<file path="src/rtl/instr_prefetch_queue.sv">
// Instruction prefetch queue: fetches sequential words from instruction memory
// into a small FIFO feeding decode, with branch-redirect flush and halt support.
module instr_prefetch_queue #(
  parameter int unsigned DEPTH    = 4,
  parameter logic [31:0] RESET_PC = 32'h0
) (
  input  logic        clk1,
  input  logic        reset,
  output logic        imem_req,
  output logic [9:0]  imem_addr,
  input  logic        imem_ack,
  input  logic [31:0] imem_rdata,
  input  logic        redirect,
  input  logic [31:0] redirect_pc,
  input  logic        halt,
  output logic        if_valid,
  output logic [31:0] if_ir,
  output logic [31:0] if_npc,
  input  logic        id_ready
);

  localparam int unsigned PTR_W = $clog2(DEPTH);
  localparam int unsigned CNT_W = PTR_W + 1;

  typedef enum logic [1:0] {
    ST_IDLE,
    ST_WAIT,
    ST_DROP
  } state_e;

  state_e             state_q, state_d;
  logic [31:0]        pc_q, pc_d;
  logic [9:0]         addr_q, addr_d;
  logic [CNT_W-1:0]   count_q, count_d;
  logic [PTR_W-1:0]   wr_ptr_q, wr_ptr_d;
  logic [PTR_W-1:0]   rd_ptr_q, rd_ptr_d;

  logic [31:0]        ir_mem  [DEPTH];
  logic [31:0]        npc_mem [DEPTH];

  logic               enq;
  logic               deq;
  logic               issue;
  logic [CNT_W-1:0]   count_nom;
  logic [31:0]        pc_inc;

  // In WAIT the pc register still holds the address of the outstanding fetch.
  assign pc_inc = pc_q + 32'd1;

  always_comb begin
    // NOTE: every variable assigned here gets a default first so no latch is inferred.
    state_d   = state_q;
    pc_d      = pc_q;
    addr_d    = addr_q;
    wr_ptr_d  = wr_ptr_q;
    rd_ptr_d  = rd_ptr_q;

    enq       = (state_q == ST_WAIT) && imem_ack && !redirect;
    deq       = (count_q != '0) && id_ready && !redirect;
    count_nom = count_q + CNT_W'(enq) - CNT_W'(deq);
    issue     = !halt && !redirect && (count_nom < CNT_W'(DEPTH));
    count_d   = count_nom;

    if (redirect) begin
      pc_d     = redirect_pc;
      count_d  = '0;
      wr_ptr_d = '0;
      rd_ptr_d = '0;
      // An ack arriving with the redirect completes the fetch; otherwise its data is still owed.
      if (state_q != ST_IDLE) begin
        state_d = imem_ack ? ST_IDLE : ST_DROP;
      end
    end else begin
      if (enq) wr_ptr_d = wr_ptr_q + PTR_W'(1);
      if (deq) rd_ptr_d = rd_ptr_q + PTR_W'(1);
      unique case (state_q)
        ST_IDLE: begin
          if (issue) begin
            state_d = ST_WAIT;
            addr_d  = pc_q[9:0];
          end
        end
        ST_WAIT: begin
          if (imem_ack) begin
            pc_d = pc_inc;
            if (issue) begin
              addr_d = pc_inc[9:0];
            end else begin
              state_d = ST_IDLE;
            end
          end
        end
        ST_DROP: begin
          if (imem_ack) state_d = ST_IDLE;
        end
        default: state_d = ST_IDLE;
      endcase
    end
  end

  always_ff @(posedge clk1) begin
    if (reset) begin
      state_q  <= ST_IDLE;
      pc_q     <= RESET_PC;
      addr_q   <= '0;
      count_q  <= '0;
      wr_ptr_q <= '0;
      rd_ptr_q <= '0;
    end else begin
      // NOTE: sequential state uses non-blocking assignments so all registers update together.
      state_q  <= state_d;
      pc_q     <= pc_d;
      addr_q   <= addr_d;
      count_q  <= count_d;
      wr_ptr_q <= wr_ptr_d;
      rd_ptr_q <= rd_ptr_d;
    end
  end

  // NOTE: the entry storage is not reset; the count gates every read, so stale contents are never visible.
  always_ff @(posedge clk1) begin
    if (enq && !reset) begin
      ir_mem[wr_ptr_q]  <= imem_rdata;
      npc_mem[wr_ptr_q] <= pc_inc;
    end
  end

  assign imem_req  = (state_q != ST_IDLE);
  assign imem_addr = addr_q;
  assign if_valid  = (count_q != '0);
  assign if_ir     = if_valid ? ir_mem[rd_ptr_q]  : 32'h0;
  assign if_npc    = if_valid ? npc_mem[rd_ptr_q] : 32'h0;

endmodule

</file>
<file path="config.mk">
export PLATFORM = sky130hd
export DESIGN_NAME = instr_prefetch_queue
export DESIGN_NICKNAME = d
export VERILOG_FILES = /design/src/rtl/instr_prefetch_queue.sv
export SDC_FILE = /design/constraint.sdc
export NUM_CORES = 1
export LEC_CHECK = 0
export CAP_MARGIN = 30
export CORE_MARGIN = 5
export CORE_UTILIZATION = 45
export CTS_BUF_LIST = sky130_fd_sc_hd__clkbuf_2
export DETAILED_ROUTE_END_ITERATION = 8
export PLACE_DENSITY = 0.67
export RECOVER_POWER = 100
export SLEW_MARGIN = 20
export SYNTH_ARGS = -nofsm -noshare
export SYNTH_HDL_FRONTEND = slang
export SYNTH_SLANG_ARGS = --single-unit
</file>
<file path="constraint.sdc">
create_clock -name clk1 -period 3.05 [get_ports clk1]
set_input_delay 0.305 -clock clk1 [delete_from_list [all_inputs] [get_ports clk1]]
set_output_delay 0.305 -clock clk1 [all_outputs]
set_load 0.05 [all_outputs]
</file>
**After elaboration in Yosys (flattened, before gate mapping)**

Memory sizes are Yosys's and may differ from the RTL's. A register that Yosys moved wholly into a read port is not among the register bits.
Index checks and enable logic that the tools add are counted.

- Flip-flop bits (word level): 51
- Memory bits (writable): 256
- Input port bits: 70
- Output and inout port bits: 76
- Word-level logic and storage cells: 68
- Memories kept: 2

Memories:

| name | words | width | rd ports | clocked after Yosys merged registers in | wr ports | line | text |
|---|---|---|---|---|---|---|---|
| ir_mem | 4 | 32 | 1 | 1 | 1 | 38 | `logic [31:0] ir_mem [DEPTH];` |
| npc_mem | 4 | 32 | 1 | 1 | 1 | 39 | `logic [31:0] npc_mem [DEPTH];` |

- $add $sub $neg: 5
- Magnitude comparators: 1
- Eq/ne operators: 10
- Muxes and demuxes: 23
- Bitwise logic cells: 1
- Reduce and logical (&&, ||, !) cells: 20

Operator list:

| cell | count |
|---|---|
| two-way mux 32 bit | 5 |
| adder 32 x 1 -> 32 bit (second input constant) | 1 |
| two-way mux 10 bit | 3 |
| two-way mux 2 bit | 11 |
| one-hot mux 10 bit (2 select lines) | 1 |
| inequality test 3 bit (second input constant) | 4 |
| AND reduction 5 bit | 2 |
| inequality test 2 bit (second input constant) | 4 |
| nonzero test 2 bit | 4 |
| logical AND 1 bit | 7 |
| one-hot mux 2 bit (3 select lines) | 1 |
| adder 2 x 1 -> 2 bit (second input constant) | 2 |
| adder 3 x 1 -> 3 bit | 1 |
| zero test 1 bit | 3 |
| < comparator 3 bit (second input constant) | 1 |
| nonzero test 3 bit | 1 |
| subtractor 3 x 1 -> 3 bit | 1 |
| equality test 2 x 1 -> 1 bit (second input constant) | 1 |
| equality test 2 bit (second input constant) | 1 |
| zero test 2 bit | 1 |
| two-way mux 1 bit | 2 |
| AND reduction 2 bit | 1 |
| OR reduction 2 bit | 1 |
| NOT 1 bit | 1 |

**Longest topological paths before layout**

Gate-level depths: netlist (run 1).

- Depth after elaboration: 11
- Mapped depth: 13
- Gate-level depth less buffers: 10

**Least setup slack after synthesis (run 1)**

OpenSTA, ideal clock, no wires.

- Path kind: flip-flop to flip-flop
- Start point: register state_q[0]
- End point: register addr_q[1], in the netlist imem_addr[1]
- Setup time: 0.091 ns
- Arrival: 3.066 ns
- Data required time: 2.959 ns
- Setup slack: -0.107 ns
- Cell stages (with the launch flop): 14
- Buffers on the path: 3
- Clock period less this slack: 3.157 ns
- Path through: dfxtp_1 > and3b_1 > buf_2 > buf_1 > nand2_1 > ha_1 > inv_1 > ha_1 > fa_1 > xor3_1 > and4b_1 > clkbuf_1 > nor2_1 > a311oi_1

- Cells in the longest elaborated chain, start to end: 9
- Elaborated cells on any way between the ends: 14
- Those cells by class: 2 x add/sub; 1 x order compare; 4 x eq/ne; 1 x mux; 6 x reduce/logical

Ends and longest elaborated chain:

| what | line | text |
|---|---|---|
| start, declared | 31 | `state_e state_q, state_d;` |
| start signal, assigned | 111 | `state_q <= state_d;` |
| equality test 2 x 1 -> 1 bit | 58, 76 |  |
| logical AND 1 bit (2 in series) | 58 | `enq = (state_q == ST_WAIT) && imem_ack && !redirect;` |
| adder 3 x 1 -> 3 bit | 60 | `count_nom = count_q + CNT_W'(enq) - CNT_W'(deq);` |
| subtractor 3 x 1 -> 3 bit | 60 |  |
| < comparator 3 bit | 61 | `issue = !halt && !redirect && (count_nom < CNT_W'(DEPTH));` |
| logical AND 1 bit | 61 |  |
| inequality test 2 bit (no source line) | n/a |  |
| AND reduction 5 bit (no source line) | n/a |  |
| end signal, assigned | 113 | `addr_q <= addr_d;` |
| end, declared | 33 | `logic [9:0] addr_q, addr_d;` |

Several ways; a longest one is shown, not always the timed one.
A chain may end at the register's enable or synchronous reset.

**Final worst setup path (run 1)**

- Start point: register count_q[1]
- End point: register addr_q[5], in the netlist imem_addr[5]

- Cells in the longest elaborated chain, start to end: 8
- Elaborated cells on any way between the ends: 10
- Those cells by class: 2 x add/sub; 1 x order compare; 2 x eq/ne; 5 x reduce/logical

Ends and longest elaborated chain:

| what | line | text |
|---|---|---|
| start, declared | 34 | `logic [CNT_W-1:0] count_q, count_d;` |
| start signal, assigned | 114 | `count_q <= count_d;` |
| nonzero test 3 bit (*) | 59 | `deq = (count_q != '0) && id_ready && !redirect;` |
| logical AND 1 bit (*) (2 in series) | 59 |  |
| net deq | 42 | `logic deq;` |
| subtractor 3 x 1 -> 3 bit (*) | 60 |  |
| < comparator 3 bit (*) | 61 |  |
| logical AND 1 bit (*) | 61 |  |
| inequality test 2 bit (no source line) | n/a |  |
| AND reduction 5 bit (no source line) (*) | n/a |  |

The timed path passes the listed nets; every way through them passes the cells marked *.

==> results of run 1 <==
[cells by family (layout without fill, tap and decap cells)]
| kind of cell | after synthesis | in the layout | share of synthesized area, % |
|---|---|---|---|
| compound gates | 74 | 74 | 4.161 |
| fa+ha+maj | 8 | 8 | 0.8151 |
| other cells | 0 | 1 | 0 |
| simple gates | 276 | 276 | 11.85 |
| flops | 309 | 309 | 66.27 |
| xor+xnor | 50 | 50 | 3.431 |
| mux | 65 | 65 | 10.99 |
| buf+inv | 75 | 347 | 2.483 |
[Yosys cell counts (all sizes together) (2+ instances only)]
master and count:
a211o 3, a211oi 14, a21oi 7, a2bb2oi 3, a311oi 16, and2 68
and3 9, and4 6, buf 27, clkbuf 32, dfxtp 53, edfxtp 256
ha 7, inv 15, mux4 64, nand2 31, nand2b 4, nand3 31
nand4 17, nor2 53, nor3 16, nor4 17, o211ai 2, o21a 2
o21ai 10, o31a 2, o31ai 7, or2 2, or3 7, or4 6
xnor2 31, xor2 18
[stage by stage]
stage	power, uW	instance area [um2]	utilization, %	cells
final	7873	15900	55.08	1514
after global routing	8271	15900	55.08	1514
after CTS	8012	16140	55.92	1514
after detailed placement	5234	15170	52.57	1356
after global placement	5227	15170	52.57	1356
after floorplan	5007	13200	-	857
[critical path: stages, from the launching register on]
cell and delay (ps):
dfxtp_1 320, or3_2 500, and3_1 210, ha_1 290
inv_1 50, ha_1 180, fa_1 370, xor3_1 220
and4b_2 290, buf_12 160, nor2_1 40, a211oi_1 210
[power breakdown]
group	switching (uW)	total, uW	internal (uW)
Clock	1610	2740	1130
Sequential	60.8	4670	4610
Combinational	267	460	192
Total	1940	7870	5930
[final cells by class]
type / count / area, um2
tap: 384 / 480.5
clock inverter: 20 / 118.9
sequential: 309 / 8753
timing repair buffer: 192 / 1769
antenna: 1 / 2.502
multi-input combinational: 473 / 4115
clock buffer: 119 / 595.6
inverter: 16 / 60.06
fill: 2445 / 12960
[state kept, by name, indices dropped and copies added (netlist names), named ones only]
signal,flops
pc_q,32
rd_ptr_q,2
state_q,2
count_q,3
imem_addr,10
wr_ptr_q,2
ir_mem,128
npc_mem,128
[worst min-delay path by stage]
| stage | end | cells after the start | start | slack [ps] |
|---|---|---|---|---|
| after floorplan | state_q[1] | 1 | imem_ack | 380 |
| after global placement | wr_ptr_q[1] | 2 | wr_ptr_q[1] | 490 |
| after detailed placement | imem_addr[4] | 2 | imem_addr[4] | 500 |
| after CTS | pc_q[20] | 3 | redirect_pc[20] | 7 |
| after global routing | pc_q[4] | 3 | redirect_pc[4] | 40 |
| final | pc_q[20] | 3 | redirect_pc[20] | 110 |
[repair_timing]
item	4_1_cts	5_1_grt
setup buffers	5	0
cloned	1	0
hold buffers	13	0
setup endpoints to repair	64	32
endpoints found under the hold margin	15	0
pin swaps	1	0
resized for setup	138	38
[layer usage]
layer,GRT usage [%],routed length (um),vias up,share of wire (%)
li1,-,-,3809,-
met1,24.78,13240,4046,45
met2,27.88,13560,302,46
met3,4.424,1924,43,6.6
met4,5.974,537,0,1.8
met5,0,0,-,0
==> results.sh, run 1 <==
export IMPL_grtUsageTotal_pct=17.86
export IMPL_overflow=0
export IMPL_rsz0062_at_grt="false"
export IMPL_r2r_cells=11
export IMPL_cap_violations=0
export IMPL_drive_above_1_share_pct=25.95
export IMPL_min_period_ps=2920
export IMPL_syn_area_mm2=0.01320
export IMPL_slew_viol_final=0
export IMPL_r2r_end="imem_addr[5]"
export IMPL_crit_path_start="count_q[1]"
export IMPL_peakVddDrop_mv=0.2521
export IMPL_setup_viol=0
export IMPL_power_density_mw_per_mm2=495.3
export IMPL_cts_root_buffer="clkbuf_2"
export IMPL_synth_edf_count=256
export IMPL_path_class="flip-flop to flip-flop"
export IMPL_place_ws_ps=-209.5
export IMPL_wl_um=29260
export IMPL_synth_nets=935
export IMPL_synth_top_cell_area_share_pct=58.23
export IMPL_hold_viol_final=0
export IMPL_synth_avg_cell_area_um2=15.40
export IMPL_ys_warn_count=0
export IMPL_fin_crit_sh_pct=95.75
export IMPL_crit_arrival_ps=3630
export IMPL_setup_slack_ps=129.6
export IMPL_max_freq_ghz=0.3424
export IMPL_status="finished, final reports clean"
export IMPL_firstDrtPassIters=5
export IMPL_startpoint_type="flip-flop"
export IMPL_r2r_start="count_q[1]"
export IMPL_dp_hpwl_um=17640
export IMPL_cts_buffers=79
export IMPL_htreeDepth=3
export IMPL_worst_slew_pin_slew_ps=1422
export IMPL_layout_common_cells="edfxtp_1 (256), clkbuf_2 (145), mux4_2 (64)"
export IMPL_finalClockSkew_ps=68.04
export IMPL_drc=0
export IMPL_crit_fanout=19
export IMPL_synthFlopType="edfxtp_1"
export IMPL_yosys_area_top_type="edfxtp_1"
export IMPL_place_congestion=0.8406
export IMPL_crit_path_end_kind="flip-flop"
export IMPL_clkTransAtPathRegs_ps=100
export IMPL_avgRoutedWirePerCell_um=19.33
export IMPL_insertion_delay_ps=850
export IMPL_hold_ws_ps=106.9
export IMPL_slew_headroom_pct=5.223
export IMPL_via_count=8200
export IMPL_ant_nets=0
export IMPL_die_height_um=181.3
export IMPL_setup_tns_ps=0
export IMPL_cts_max_path_buffers=3
export IMPL_first_global_vias=8504
export IMPL_final_common_cell="edfxtp_1"
export IMPL_ys_types=64
export IMPL_boundaryPins=146
export IMPL_place_port_buffers=145
export IMPL_synth_area_top_cells="edfxtp_1 (58%), mux4_2 (11%), dfxtp_1 (8.0%), and2_1 (3.2%), xnor2_1 (2.1%)"
export IMPL_areaGrowthSynthToFinish_pct=20.41
export IMPL_grt_max_degree=67
export IMPL_core_area_mm2=0.02886
export IMPL_ys_ff_latch=309
export IMPL_yosysSeqAreaShare_pct=66.27
export IMPL_dieArea_mm2=0.03286
export IMPL_fin_nets=1149
export IMPL_syn_inst=857
export IMPL_async_reset_ff_share_pct=0
export IMPL_cp_required_ps=3760
export IMPL_rows=62
export IMPL_vias_per_cell=5.416
export IMPL_die_w_um=181.3
export IMPL_leakagePower_uw=0.005356
export IMPL_cts_tree="done"
export IMPL_antenna_found_initial=1
export IMPL_hold_path_class="input pin to flip-flop"
export IMPL_grt_first_pass_wirelength_um=46770
export IMPL_reg2reg_slack_ps=130
export IMPL_start_util_pct=45.75
export IMPL_cts_sinks=309
export IMPL_crit_end="imem_addr[5]"
export IMPL_drt_iter0_drc=539
No activity file was read; power rests on OpenSTA's default activity.
==> inputs of run 2 (changes only) <==
- MAX_ROUTING_LAYER: not set -> met4
==> run 2 against run 1 <==
  * Power about the same
  * Routed wire length increased by 0.11%
  * Worst setup slack worse by 9.8 ps
  * Via count decreased by 0.44%
  * Critical path type unchanged
  * Highest routed layer unchanged
==> results.sh, run 2 (synthesis results as in run 1) <==
export IMPL_status="finished, final reports clean"
export IMPL_fin_crit_sh_pct=96.07
export IMPL_drt_iter0_drc=542
export IMPL_die_w_um=181.3
export IMPL_r2r_end="imem_addr[5]"
export IMPL_dp_hpwl_um=17640
export IMPL_layout_common_cells="edfxtp_1 (256), clkbuf_2 (145), mux4_2 (64)"
export IMPL_final_instance_count_excl_fill=1514
export IMPL_cp_slowest_cell="or3_2"
export IMPL_antenna_found_initial=1
export IMPL_crit_path_end_kind="flip-flop"
export IMPL_place_congestion=0.8536
export IMPL_first_global_vias=8497
export IMPL_fin_nets=1149
export IMPL_cp_required_ps=3760
export IMPL_setup_viol=0
export IMPL_vias_per_cell=5.392
export IMPL_grt_max_degree=67
export IMPL_cts_max_path_buffers=3
export IMPL_hold_depth=3
export IMPL_cap_violations=0
export IMPL_finalClockSkew_ps=65.64
export IMPL_crit_arrival_ps=3640
export IMPL_reg_top3="ir_mem (128), npc_mem (128), pc_q (32)"
export IMPL_wl_um=29300
export IMPL_path_class="flip-flop to flip-flop"
export IMPL_setup_tns_ps=0
export IMPL_max_freq_ghz=0.3413
export IMPL_insertion_delay_ps=840
export IMPL_boundaryPins=146
export IMPL_cts_root_buffer="clkbuf_2"
export IMPL_htreeDepth=3
export IMPL_worst_slew_pin_slew_ps=1413
export IMPL_core_area_mm2=0.02886
export IMPL_slew_headroom_pct=5.790
export IMPL_dp_cells=1356
export IMPL_cts_buffers=79
export IMPL_clkTransAtPathRegs_ps=120
export IMPL_place_port_buffers=145
export IMPL_firstDrtPassIters=4
export IMPL_reg2reg_slack_ps=120
export IMPL_via_count=8164
export IMPL_cts_sinks=309
export IMPL_overflow=0
export IMPL_areaGrowthSynthToFinish_pct=20.41
export IMPL_min_period_ps=2930
export IMPL_slew_viol_final=0
export IMPL_avgRoutedWirePerCell_um=19.35
export IMPL_dieArea_mm2=0.03286
export IMPL_crit_top_cell="ha_1"
export IMPL_grtUsageTotal_pct=18.40
export IMPL_hold_path_class="input pin to flip-flop"
export IMPL_r2r_start="count_q[2]"
export IMPL_start_util_pct=45.75
export IMPL_grt_first_pass_wirelength_um=46720
export IMPL_cts_tree="done"
export IMPL_hold_viol_final=0
export IMPL_holdPathEnd="pc_q[20]"
export IMPL_crit_fanout=19
export IMPL_rows=62
export IMPL_leakagePower_uw=0.005356
export IMPL_rsz0062_at_grt="false"
export IMPL_drc=0
export IMPL_power_density_mw_per_mm2=495.4
export IMPL_hp_start="redirect_pc[20]"
export IMPL_r2r_cells=11
export IMPL_finalPower_uw=7875
export IMPL_peakVddDrop_mv=0.2523
export IMPL_cpPeakStageDelay_ps=480
export IMPL_final_common_cell="edfxtp_1"
export IMPL_drive_above_1_share_pct=25.95
export IMPL_path_cells="or3_2 > and3_1 > ha_1 > inv_1 > ha_1 > fa_1 > xor3_1 > and4b_2 > buf_12 > nor2_1 > a211oi_1"
export IMPL_startpoint_type="flip-flop"
export IMPL_die_height_um=181.3
export IMPL_ant_nets=0
run 2: cell counts in the layout (fill, tap and decap cells not counted):
Identical to the previous run, type by type.
run 2: power by group:
| group | internal, uW | total, uW | switching [uW] |
|---|---|---|---|
| combinational | 192 | 460 | 267 |
| sequential | 4610 | 4670 | 61.0 |
| clock | 1130 | 2740 | 1620 |
run 2: critical path: cells and delay by family (launching register included):
| family | cells | cell delay [ps] |
|---|---|---|
| DFF | 1 | 330 |
| xor gates and xnor gates | 1 | 220 |
| adders and majority gates | 3 | 840 |
| and+or+nand+nor | 4 | 1020 |
| AOI/OAI and AO/OA | 1 | 220 |
| buffers and inverters | 2 | 210 |
run 2: worst max-delay path by stage:
stage	startpoint	endpoint	slack, ps	depth (start not counted)
2_1_floorplan	state_q[0]	imem_addr[1]	5	13
3_3_place_gp	redirect	imem_addr[4]	-120	12
3_5_place_dp	redirect	imem_addr[5]	-210	12
4_1_cts	flip-flop	if_npc[27]	-80	5
5_1_grt	count_q[2]	if_ir[4]	2	4
6_report	count_q[2]	imem_addr[5]	120	11
run 2: metrics by stage:
| stage | cell area [um2] | worst slack, ps | util [%] | hold WS (ps) |
|---|---|---|---|---|
| 2_1_floorplan | 13200 | 4.670 | - | 384.3 |
| 6_report | 15900 | 119.8 | 55.08 | 108.4 |
| 4_1_cts | 16140 | -77.16 | 55.92 | 6.556 |
| 3_5_place_dp | 15170 | -209.5 | 52.57 | 496.2 |
| 3_3_place_gp | 15170 | -115.1 | 52.57 | 488.9 |
| 5_1_grt | 15900 | 2.017 | 55.08 | 40.31 |
run 2: final cells by class:
cell class | instances | area [um2]
fillers | 2445 | 12960
inverters | 16 | 60.06
diodes | 1 | 2.502
clock inverters | 20 | 118.9
flip-flops and latches | 309 | 8753
multi-input cells | 473 | 4115
clock buffers | 119 | 595.6
well taps | 384 | 480.5
repair buffers | 192 | 1769
run 2: repair_timing:
action,in CTS,in global routing
buffers inserted,5,0
endpoints found under the hold margin,15,0
hold buffers,13,0
setup endpoints to repair,64,32
pin swaps,1,0
gates cloned,1,0
resized for setup,138,38
run 2: routing by layer:
layer,share of wire [%],GRT usage [%],up-vias
li1,-,-,3816
met1,46,24.91,4023
met2,46,27.88,280
met3,6.1,4.223,45
met4,1.8,5.974,0
met5,0,-,-
==> inputs of run 3 (changes only) <==
- SLEW_MARGIN: 20 -> 25
==> results of run 3 <==
Same layout as run 2: the final DEF is identical, and so are final timing and power.
